`src/rtl/loteria_pkg.sv`:
```
// ---------------------------------------------------------------------------
// loteria_pkg
// Shared definitions for the lottery draw block: BCD digit type, draw FSM
// states, LFSR feedback taps and active-low seven-segment patterns
// (bit order {g,f,e,d,c,b,a}, a lit segment is 0).
// ---------------------------------------------------------------------------
package loteria_pkg;

    typedef logic [3:0] bcd_t;

    typedef enum logic [2:0] {
        IDLE,
        DRAW,
        GAP,
        PUBLISH,
        HOLD
    } draw_state_t;

    // Fibonacci taps 16,14,13,11 expressed as bit positions 15,13,12,10.
    localparam logic [15:0] LFSR_TAPS = 16'hB400;

    localparam logic [6:0] SEG_0    = 7'b1000000;
    localparam logic [6:0] SEG_1    = 7'b1111001;
    localparam logic [6:0] SEG_2    = 7'b0100100;
    localparam logic [6:0] SEG_3    = 7'b0110000;
    localparam logic [6:0] SEG_4    = 7'b0011001;
    localparam logic [6:0] SEG_5    = 7'b0010010;
    localparam logic [6:0] SEG_6    = 7'b0000010;
    localparam logic [6:0] SEG_7    = 7'b1111000;
    localparam logic [6:0] SEG_8    = 7'b0000000;
    localparam logic [6:0] SEG_9    = 7'b0010000;
    localparam logic [6:0] SEG_DASH = 7'b0111111;
    localparam logic [6:0] SEG_P    = 7'b0001100;
    localparam logic [6:0] SEG_S    = 7'b0010010;

    function automatic logic [6:0] seg7(input bcd_t d);
        case (d)
            4'd0:    return SEG_0;
            4'd1:    return SEG_1;
            4'd2:    return SEG_2;
            4'd3:    return SEG_3;
            4'd4:    return SEG_4;
            4'd5:    return SEG_5;
            4'd6:    return SEG_6;
            4'd7:    return SEG_7;
            4'd8:    return SEG_8;
            4'd9:    return SEG_9;
            default: return SEG_DASH;
        endcase
    endfunction

endpackage

```
`src/rtl/loteria_lfsr16.sv`:
```
// ---------------------------------------------------------------------------
// loteria_lfsr16
// Free-running 16-bit Fibonacci LFSR (taps 16,14,13,11), shifting left with
// the feedback bit entering bit 0. Always enabled.
// Ports:
//   clk    system clock
//   reset  synchronous, active-high; loads seed (all-zero seed -> 16'h0001)
//   seed   reset load value
//   value  current register contents
// ---------------------------------------------------------------------------
module loteria_lfsr16
    import loteria_pkg::*;
(
    input  logic        clk,
    input  logic        reset,
    input  logic [15:0] seed,
    output logic [15:0] value
);

    logic [15:0] lfsr_q;
    logic [15:0] seed_eff;
    logic        feedback;

    // The all-zero state is a lock-up state for an XOR LFSR.
    assign seed_eff = (seed == 16'h0000) ? 16'h0001 : seed;
    assign feedback = ^(lfsr_q & LFSR_TAPS);

    // NOTE: sequential state uses non-blocking assignments so every register
    // samples pre-edge values regardless of statement order.
    always_ff @(posedge clk) begin
        if (reset) begin
            lfsr_q <= seed_eff;
        end else begin
            lfsr_q <= {lfsr_q[14:0], feedback};
        end
    end

    assign value = lfsr_q;

endmodule

```
`src/rtl/loteria_sorteio.sv`:
```
// ---------------------------------------------------------------------------
// loteria_sorteio
// Draw side of the lottery game. On start, draws five BCD digits by rejection
// sampling the low nibble of a free-running LFSR, reveals them one at a time
// with REVEAL_TICKS cycles between an accepted digit and the next attempt,
// then publishes the full number over a valid/ack handshake.
//
// Build option: define LOTERIA_FIXED_DRAW_EN to draw the digits of FIXED_NUM
// instead of LFSR samples (timing and handshake unchanged).
//
// Ports:
//   clk, reset   system clock, synchronous active-high reset
//   start        begin a new draw (honoured only in IDLE or HOLD)
//   ack          consumer accepted draw_num (honoured only while valid)
//   draw_valid   draw_num complete and stable
//   draw_num     digit0 in [19:16] .. digit4 in [3:0]
//   busy         drawing or waiting between digits
//   LEDR         [4:0] revealed thermometer, [8] busy, [9] draw_valid
//   HEX4..HEX0   digit0..digit4, active-low, dash until revealed
//   HEX5         'S' while busy or valid, otherwise dash
// ---------------------------------------------------------------------------
module loteria_sorteio
    import loteria_pkg::*;
#(
    parameter logic [15:0] LFSR_SEED    = 16'hACE1,
    parameter int          REVEAL_TICKS = 50_000_000,
    parameter logic [19:0] FIXED_NUM    = 20'h50967
) (
    input  logic        clk,
    input  logic        reset,
    input  logic        start,
    input  logic        ack,
    output logic        draw_valid,
    output logic [19:0] draw_num,
    output logic        busy,
    output logic [9:0]  LEDR,
    output logic [6:0]  HEX0,
    output logic [6:0]  HEX1,
    output logic [6:0]  HEX2,
    output logic [6:0]  HEX3,
    output logic [6:0]  HEX4,
    output logic [6:0]  HEX5
);

    draw_state_t state_q, state_d;
    logic [2:0]  idx_q;
    bcd_t        digit_q [5];
    logic [4:0]  mask_q;
    logic [31:0] timer_q;
    logic [19:0] num_q;

    logic [15:0] lfsr_value;
    bcd_t        candidate;
    logic        cand_ok;
    logic        begin_draw;
    logic        accept;
    logic        unused_ok;

    loteria_lfsr16 u_lfsr (
        .clk   (clk),
        .reset (reset),
        .seed  (LFSR_SEED),
        .value (lfsr_value)
    );

`ifdef LOTERIA_FIXED_DRAW_EN
    always_comb begin
        case (idx_q)
            3'd0:    candidate = FIXED_NUM[19:16];
            3'd1:    candidate = FIXED_NUM[15:12];
            3'd2:    candidate = FIXED_NUM[11:8];
            3'd3:    candidate = FIXED_NUM[7:4];
            default: candidate = FIXED_NUM[3:0];
        endcase
    end
    // The LFSR keeps running so the timing matches the random build.
    assign unused_ok = ^lfsr_value;
`else
    assign candidate = lfsr_value[3:0];
    assign unused_ok = ^{lfsr_value[15:4], FIXED_NUM};
`endif

    // Nibbles 10..15 are rejected so the accepted digits stay uniform.
    assign cand_ok = (candidate <= 4'd9);

    // NOTE: every signal written here gets a default first, so no path
    // through the case can leave one unassigned and infer a latch.
    always_comb begin
        state_d    = state_q;
        begin_draw = 1'b0;
        accept     = 1'b0;
        case (state_q)
            IDLE, HOLD: begin
                if (start) begin
                    begin_draw = 1'b1;
                    state_d    = DRAW;
                end
            end
            DRAW: begin
                if (cand_ok) begin
                    accept  = 1'b1;
                    state_d = (idx_q == 3'd4) ? PUBLISH : GAP;
                end
            end
            GAP: begin
                if (timer_q == 32'd0) begin
                    state_d = DRAW;
                end
            end
            PUBLISH: begin
                if (ack) begin
                    state_d = HOLD;
                end
            end
            default: state_d = IDLE;
        endcase
    end

    // NOTE: the five-entry digit array is cleared on reset on purpose: it is
    // a handful of flops, and a defined value keeps draw_num/HEX predictable.
    always_ff @(posedge clk) begin
        if (reset) begin
            state_q <= IDLE;
            idx_q   <= 3'd0;
            mask_q  <= 5'b0;
            timer_q <= 32'd0;
            num_q   <= 20'h0;
            for (int i = 0; i < 5; i++) begin
                digit_q[i] <= 4'd0;
            end
        end else begin
            state_q <= state_d;

            if (begin_draw) begin
                idx_q  <= 3'd0;
                mask_q <= 5'b0;
            end

            if (accept) begin
                digit_q[idx_q] <= candidate;
                mask_q[idx_q]  <= 1'b1;
                if (idx_q != 3'd4) begin
                    idx_q   <= idx_q + 3'd1;
                    timer_q <= 32'(REVEAL_TICKS - 1);
                end else begin
                    // Latch the whole number at once so a partial draw is
                    // never visible on draw_num.
                    num_q <= {digit_q[0], digit_q[1], digit_q[2], digit_q[3], candidate};
                end
            end

            if (state_q == GAP && timer_q != 32'd0) begin
                timer_q <= timer_q - 32'd1;
            end
        end
    end

    assign draw_valid = (state_q == PUBLISH);
    assign busy       = (state_q == DRAW) || (state_q == GAP);
    assign draw_num   = num_q;
    assign LEDR       = {draw_valid, busy, 3'b000, mask_q};

    assign HEX4 = mask_q[0] ? seg7(digit_q[0]) : SEG_DASH;
    assign HEX3 = mask_q[1] ? seg7(digit_q[1]) : SEG_DASH;
    assign HEX2 = mask_q[2] ? seg7(digit_q[2]) : SEG_DASH;
    assign HEX1 = mask_q[3] ? seg7(digit_q[3]) : SEG_DASH;
    assign HEX0 = mask_q[4] ? seg7(digit_q[4]) : SEG_DASH;
    assign HEX5 = (busy || draw_valid) ? SEG_S : SEG_DASH;

endmodule

```
`config.mk`:
```
export PLATFORM = sky130hd
export DESIGN_NAME = loteria_sorteio
export DESIGN_NICKNAME = d
export VERILOG_FILES = /design/src/rtl/loteria_pkg.sv /design/src/rtl/loteria_lfsr16.sv /design/src/rtl/loteria_sorteio.sv
export SDC_FILE = /design/constraint.sdc
export NUM_CORES = 1
export LEC_CHECK = 0
export BUFFER_PORTS_ARGS = -buffer_cell sky130_fd_sc_hd__buf_4
export CORE_ASPECT_RATIO = 0.6
export CORE_MARGIN = 2
export CORE_UTILIZATION = 62
export DETAILED_ROUTE_END_ITERATION = 8
export GPL_TIMING_DRIVEN = 0
export HOLD_SLACK_MARGIN = 0.05
export PLACE_DENSITY_LB_ADDON = 0.12
export SYNTH_ARGS = -nofsm -noshare
export SYNTH_HDL_FRONTEND = slang
export SYNTH_HIERARCHICAL = 1
export SYNTH_SLANG_ARGS = --single-unit
```
`constraint.sdc`:
```
create_clock -name clk -period 4.4 [get_ports clk]
set_input_delay 0.22 -clock clk [delete_from_list [all_inputs] [get_ports clk]]
set_output_delay 0.22 -clock clk [all_outputs]
set_load 0.01 [all_outputs]
```
Yosys cells after proc, flatten, opt, wreduce, memory -nomap -nowiden
Memories as Yosys holds them, arrays and structs flattened. Index checks and enable logic that the tools add are counted.

Bits in registers: 79. Memory bits (writable): 20. ROM bits: 560. Input port bits: 4. Output and inout bits: 74. Logic and storage cells: 79. Memories kept: 6.

Memories: (name not given) (depth 16, bits a word 7, rd ports 1, clocked after memory_dff 0, wr ports 0, RTL line loteria_pkg.sv:37) `case (d)`; (name not given) (depth 16, bits a word 7, rd ports 1, clocked after memory_dff 0, wr ports 0, RTL line loteria_pkg.sv:37); (name not given) (depth 16, bits a word 7, rd ports 1, clocked after memory_dff 0, wr ports 0, RTL line loteria_pkg.sv:37); (name not given) (depth 16, bits a word 7, rd ports 1, clocked after memory_dff 0, wr ports 0, RTL line loteria_pkg.sv:37); (name not given) (depth 16, bits a word 7, rd ports 1, clocked after memory_dff 0, wr ports 0, RTL line loteria_pkg.sv:37); digit_q (depth 5, bits a word 4, rd ports 5, clocked after memory_dff 0, wr ports 5, RTL line loteria_sorteio.sv:47) `bcd_t digit_q [5];`.

Add/sub/neg operators: 2. $lt $le $gt $ge: 3. Equal/unequal tests: 10. Mux-type cells: 35. Bitwise gates (word level): 2. Reduce and logical (&&, ||, !) cells: 15.

Operators with widths (count): two-way mux 32 bit (3); two-way mux 7 bit (5); logical NOT 32 bit (1); nonzero test 32 bit (1); subtractor 32 x 1 -> 32 bit (second input constant) (1); two-way mux 3 bit (8); parity 16 bit (1); two-way mux 5 bit (3); two-way mux 1 bit (12); one-hot mux 3 bit (4 select lines) (1); inequality test 2 bit (second input constant) (4); equality test 3 x 2 -> 1 bit (second input constant) (2); equality test 3 bit (second input constant) (2); two-way mux 6 bit (1); bitwise OR 5 bit (1); <= comparator 4 bit (second input constant) (1); less-than comparator 3 x 4 -> 1 bit (second input constant) (1); two-way mux 4 bit (1); AND reduction 2 bit (2); AND reduction 4 bit (1); nonzero test 2 bit (2); OR reduction 4 bit (1); adder 3 x 1 -> 3 bit (second input constant) (1); demux 1 bit (select 3 bit) (1); 8 further kinds (10).

Longest topological paths before layout
Depth after elaboration: 8. Depth in mapped cells: 10. Mapped depth without buffers: 7.

Cells and area by module
Netlist, hierarchy kept.

By module, submodules not included: loteria_sorteio (instances 1, cells an instance 574, area an instance 4875.9 µm², seq. area each 1861.8 µm²); loteria_lfsr16 (instances 1, cells an instance 43, area an instance 618.1 µm², seq. area each 320.3 µm²).

Worst setup path before layout
OpenSTA, ideal clock, no wires.

Path type: reg2reg. Start: register timer_q[0]. End: register timer_q[20]. Library setup time: 115 ps. Arrival: 2538 ps. Required time: 4285 ps. Setup slack: 1747 ps. Cell stages (with the launch flop): 11. Path buffers: 3. Clock period less this slack: 2653 ps. Path through: dfxtp_1 inv_1 ha_1 or4b_1 or4_4 buf_6 o31a_1 buf_6 buf_2 o32a_1 o21a_1.

Word-level cells in the longest chain between the ends: 4. Elaborated cells between the ends (all ways): 7. Classes of those cells: add/sub (1); mux (1); reduce/logical (5).

RTL lines: start, declared (RTL line loteria_sorteio.sv:49) `logic [31:0] timer_q;`; start signal, assigned (RTL line loteria_sorteio.sv:144) `timer_q <= 32'(REVEAL_TICKS - 1);`; start signal, assigned (RTL line loteria_sorteio.sv:153) `timer_q <= timer_q - 32'd1;`; branches (longest 4 deep; another with subtractor 32 x 1 -> 32 bit).

Parallel ways; which one is timed is not known. A chain may end at the register's enable or synchronous reset.

==> metrics <==
run status finished clean; minimum clock period 3.03 ns; drt wl/cell 15.8 um; # H-tree levels 3; end of the worst register-to-register path digit_q[3][1]; RR Startpoint state_q[0]; Pre-antenna DRT Iters 5; Syn Std Cell Area 5490 um2; Resized cells post-CTS 0; CP max FO 9; number of synthesized flops with an enable pin 20; initial antenna violation count 0; Max Slew Vio Count 0; hold worst-path end state_q[2]; Worst EP arrival 3.09 ns; gr ovfl total 0; fin nets 767; largest cells by area after synthesis dfxtp_1 29%, edfxtp_1 11%, ha_1 6.4%, nor2_1 5.0%, a21oi_1 4.2%; Root Buffer clkbuf_16; core area 8560 um2; worst slew pin tran 1.06 ns; Clock Sink Count 99; RSZ-0062 raised after global routing no; average size of a mapped cell 8.90 um2; Layout area overhead 20.2%; fin worst setup slack 1.37 ns; LEAKAGE 2.93 nW; largest net degree at the start of global routing 19; Synth top cells by count 79 x dfxtp_1, 73 x nor2_1, 46 x a21oi_1; critical path type reg2reg; layout cells sized above 1 20.0%; first-pass GRT wire length 22.9 mm; Max VDD drop 0.280 mV; DRC 0; Setup TNS Final 0 ns; Critical Path RT 4.46 ns; slowest stage delay, CP 0.83 ns; cts hold-fix bufs 0; flip-flop and latch count after synthesis 99; CTS Buffer Depth 2; Die Y 76.9 um; Reg2Reg Setup Slack 1.37 ns; ys async rst share 0%; final hold vios 0; Place WS 1.46 ns; Syn Inst Count 617; Critical Path End Type flip-flop; TritonCTS Buffers 9; fmax 330 MHz; count leader, synth dfxtp_1; Yosys top cell by area dfxtp_1; Final GP Congestion 0.881; worst hold start ack; die area 9650 um2; vias per inst 5.88; worst skew pair latency 0.35 ns; Routed Antenna Nets 0; ys flop type dfxtp_1; R2R depth 6; DP Wirelength 9.60 mm; Synth warnings 6; normalized max-slew margin 28.4%; Total GRT Usage 29.0%; post-synthesis sequential area ratio 39.7%; # port buffers 71; Die X 126 um; Hold Crit Depth 3; crit start category flip-flop; vias in the first global route 4725; worst path cell trace clkbuf_1, or3b_2, nor4_1, nand2_1, nor2_1, or2_2; Worst Path Buf+Inv 1; initial drt markers 574; drt total wl 13.5 mm; clock-pin slew on the worst setup and hold paths 0.07 ns; Worst Skew 0.00401 ns; slowest CP cell nor4_1; Power per Cell Area 476 nW/um2; Post-CTS Setup Bufs 0; family with the most delay on the worst path simple AND/OR/NAND/NOR gates; top cell type's share of synthesized area 28.8%; Tcrit/Tclk final 68.9%; Vias 5008; Setup-failing EPs final 0; CTS tree built; Tightest Hold Check Type in2reg; num rows 26; unique cell type count in the Yosys netlist 61; max-cap viol count 0; Ant. Diodes 0; Initial Utilization 64.2%; # IOs 78
## cells by family (layout without fill, tap and decap cells)
family	count (synthesis)	count (layout)	share of synthesized area [%]
AND/OR/NAND/NOR	242	242	23.5
AO/OA/AOI/OAI	130	130	15.2
flip-flops	99	99	39.7
buffers and inverters	76	163	6.95
multiplexers	37	37	7.65
adder cells (fa/ha/maj)	28	28	6.38
XOR/XNOR	3	3	0.478
other	2	38	0.137
## flip-flops by register name, summed over array words and instances (netlist names)
name	flops
mask_q	5
timer_q	32
draw_num	20
state_q	3
digit_q	20
idx_q	3
u_lfsr/value	16
## worst register-to-register path: stages, from the launching register on
cell	delay, ns
dfxtp_1	0.32
clkbuf_1	0.29
or3b_2	0.53
nor4_1	0.83
nand2_1	0.18
nor2_1	0.35
or2_2	0.24
## power by group
part           switching, mW  total, mW  internal [mW]
clock network          0.367      0.796          0.429
logic                  0.682       1.16          0.482
registers              0.135       1.18           1.05
total                   1.18       3.14           1.96
## placed cells by master, fill, tap and decap left out, types with 5 or more instances in the layout
master / count
or3_1: 8
nor3_1: 23
conb_1: 38
a311oi_1: 8
mux2_4: 8
nand4_1: 5
a21oi_1: 46
o21ai_0: 26
mux2i_1: 21
nand2b_1: 14
ha_1: 28
and2_1: 18
buf_4: 83
edfxtp_1: 20
clkbuf_1: 25
buf_6: 5
a211oi_1: 11
and3_1: 8
mux2_2: 8
inv_1: 31
clkbuf_16: 10
nand2_1: 30
nand3_1: 7
o311ai_0: 6
inv_6: 5
nor3b_1: 7
or4_1: 10
or2_2: 16
nor4_1: 8
nor2_1: 73
dfxtp_1: 79
o22ai_1: 8
a21o_1: 5
## through the flow
stage	power, mW	area, um2	instances	hold WS [ns]	utilization, %
final	3.14	6610	852	0.177	77.2
after floorplan	2.01	5630	653	0.383	-
after global placement	2.27	6300	836	0.444	73.7
after CTS	3.12	6610	852	0.177	77.2
after global routing	3.32	6610	852	0.181	77.2
after detailed placement	2.32	6300	836	0.446	73.7
## routing by layer
layer  global-route usage [%]  vias to the layer above  part of all wire (%)
met4                     7.56                        0                   1.2
met1                     39.8                     2358                    45
li1                         -                     2390                     -
met2                     46.2                      237                    45
met5                        0                        -                     0
met3                     7.33                       23                   8.9
## worst max path at each step
stage	from	endpoint	slack (ns)	cells after the start
floorplan	timer_q[0]	timer_q[20]	1.75	10
global placement	timer_q[0]	timer_q[6]	1.50	10
detailed placement	timer_q[0]	timer_q[19]	1.46	10
CTS	state_q[0]	digit_q[3][1]	1.40	6
global route	timer_q[0]	timer_q[6]	1.21	10
finish	state_q[0]	digit_q[3][1]	1.37	6
## area by class of cell
| class | count | area [um2] |
|---|---|---|
| Fill cell | 616 | 1950 |
| Inverter | 31 | 116 |
| Sequential cell | 99 | 2180 |
| Clock buffer | 10 | 250 |
| Clock inverter | 6 | 52.6 |
| Multi-Input combinational cell | 478 | 3070 |
| Tap cell | 112 | 140 |
| Timing Repair Buffer | 71 | 533 |
| Buffer | 45 | 265 |
No activity file was read; power rests on OpenSTA's default activity.
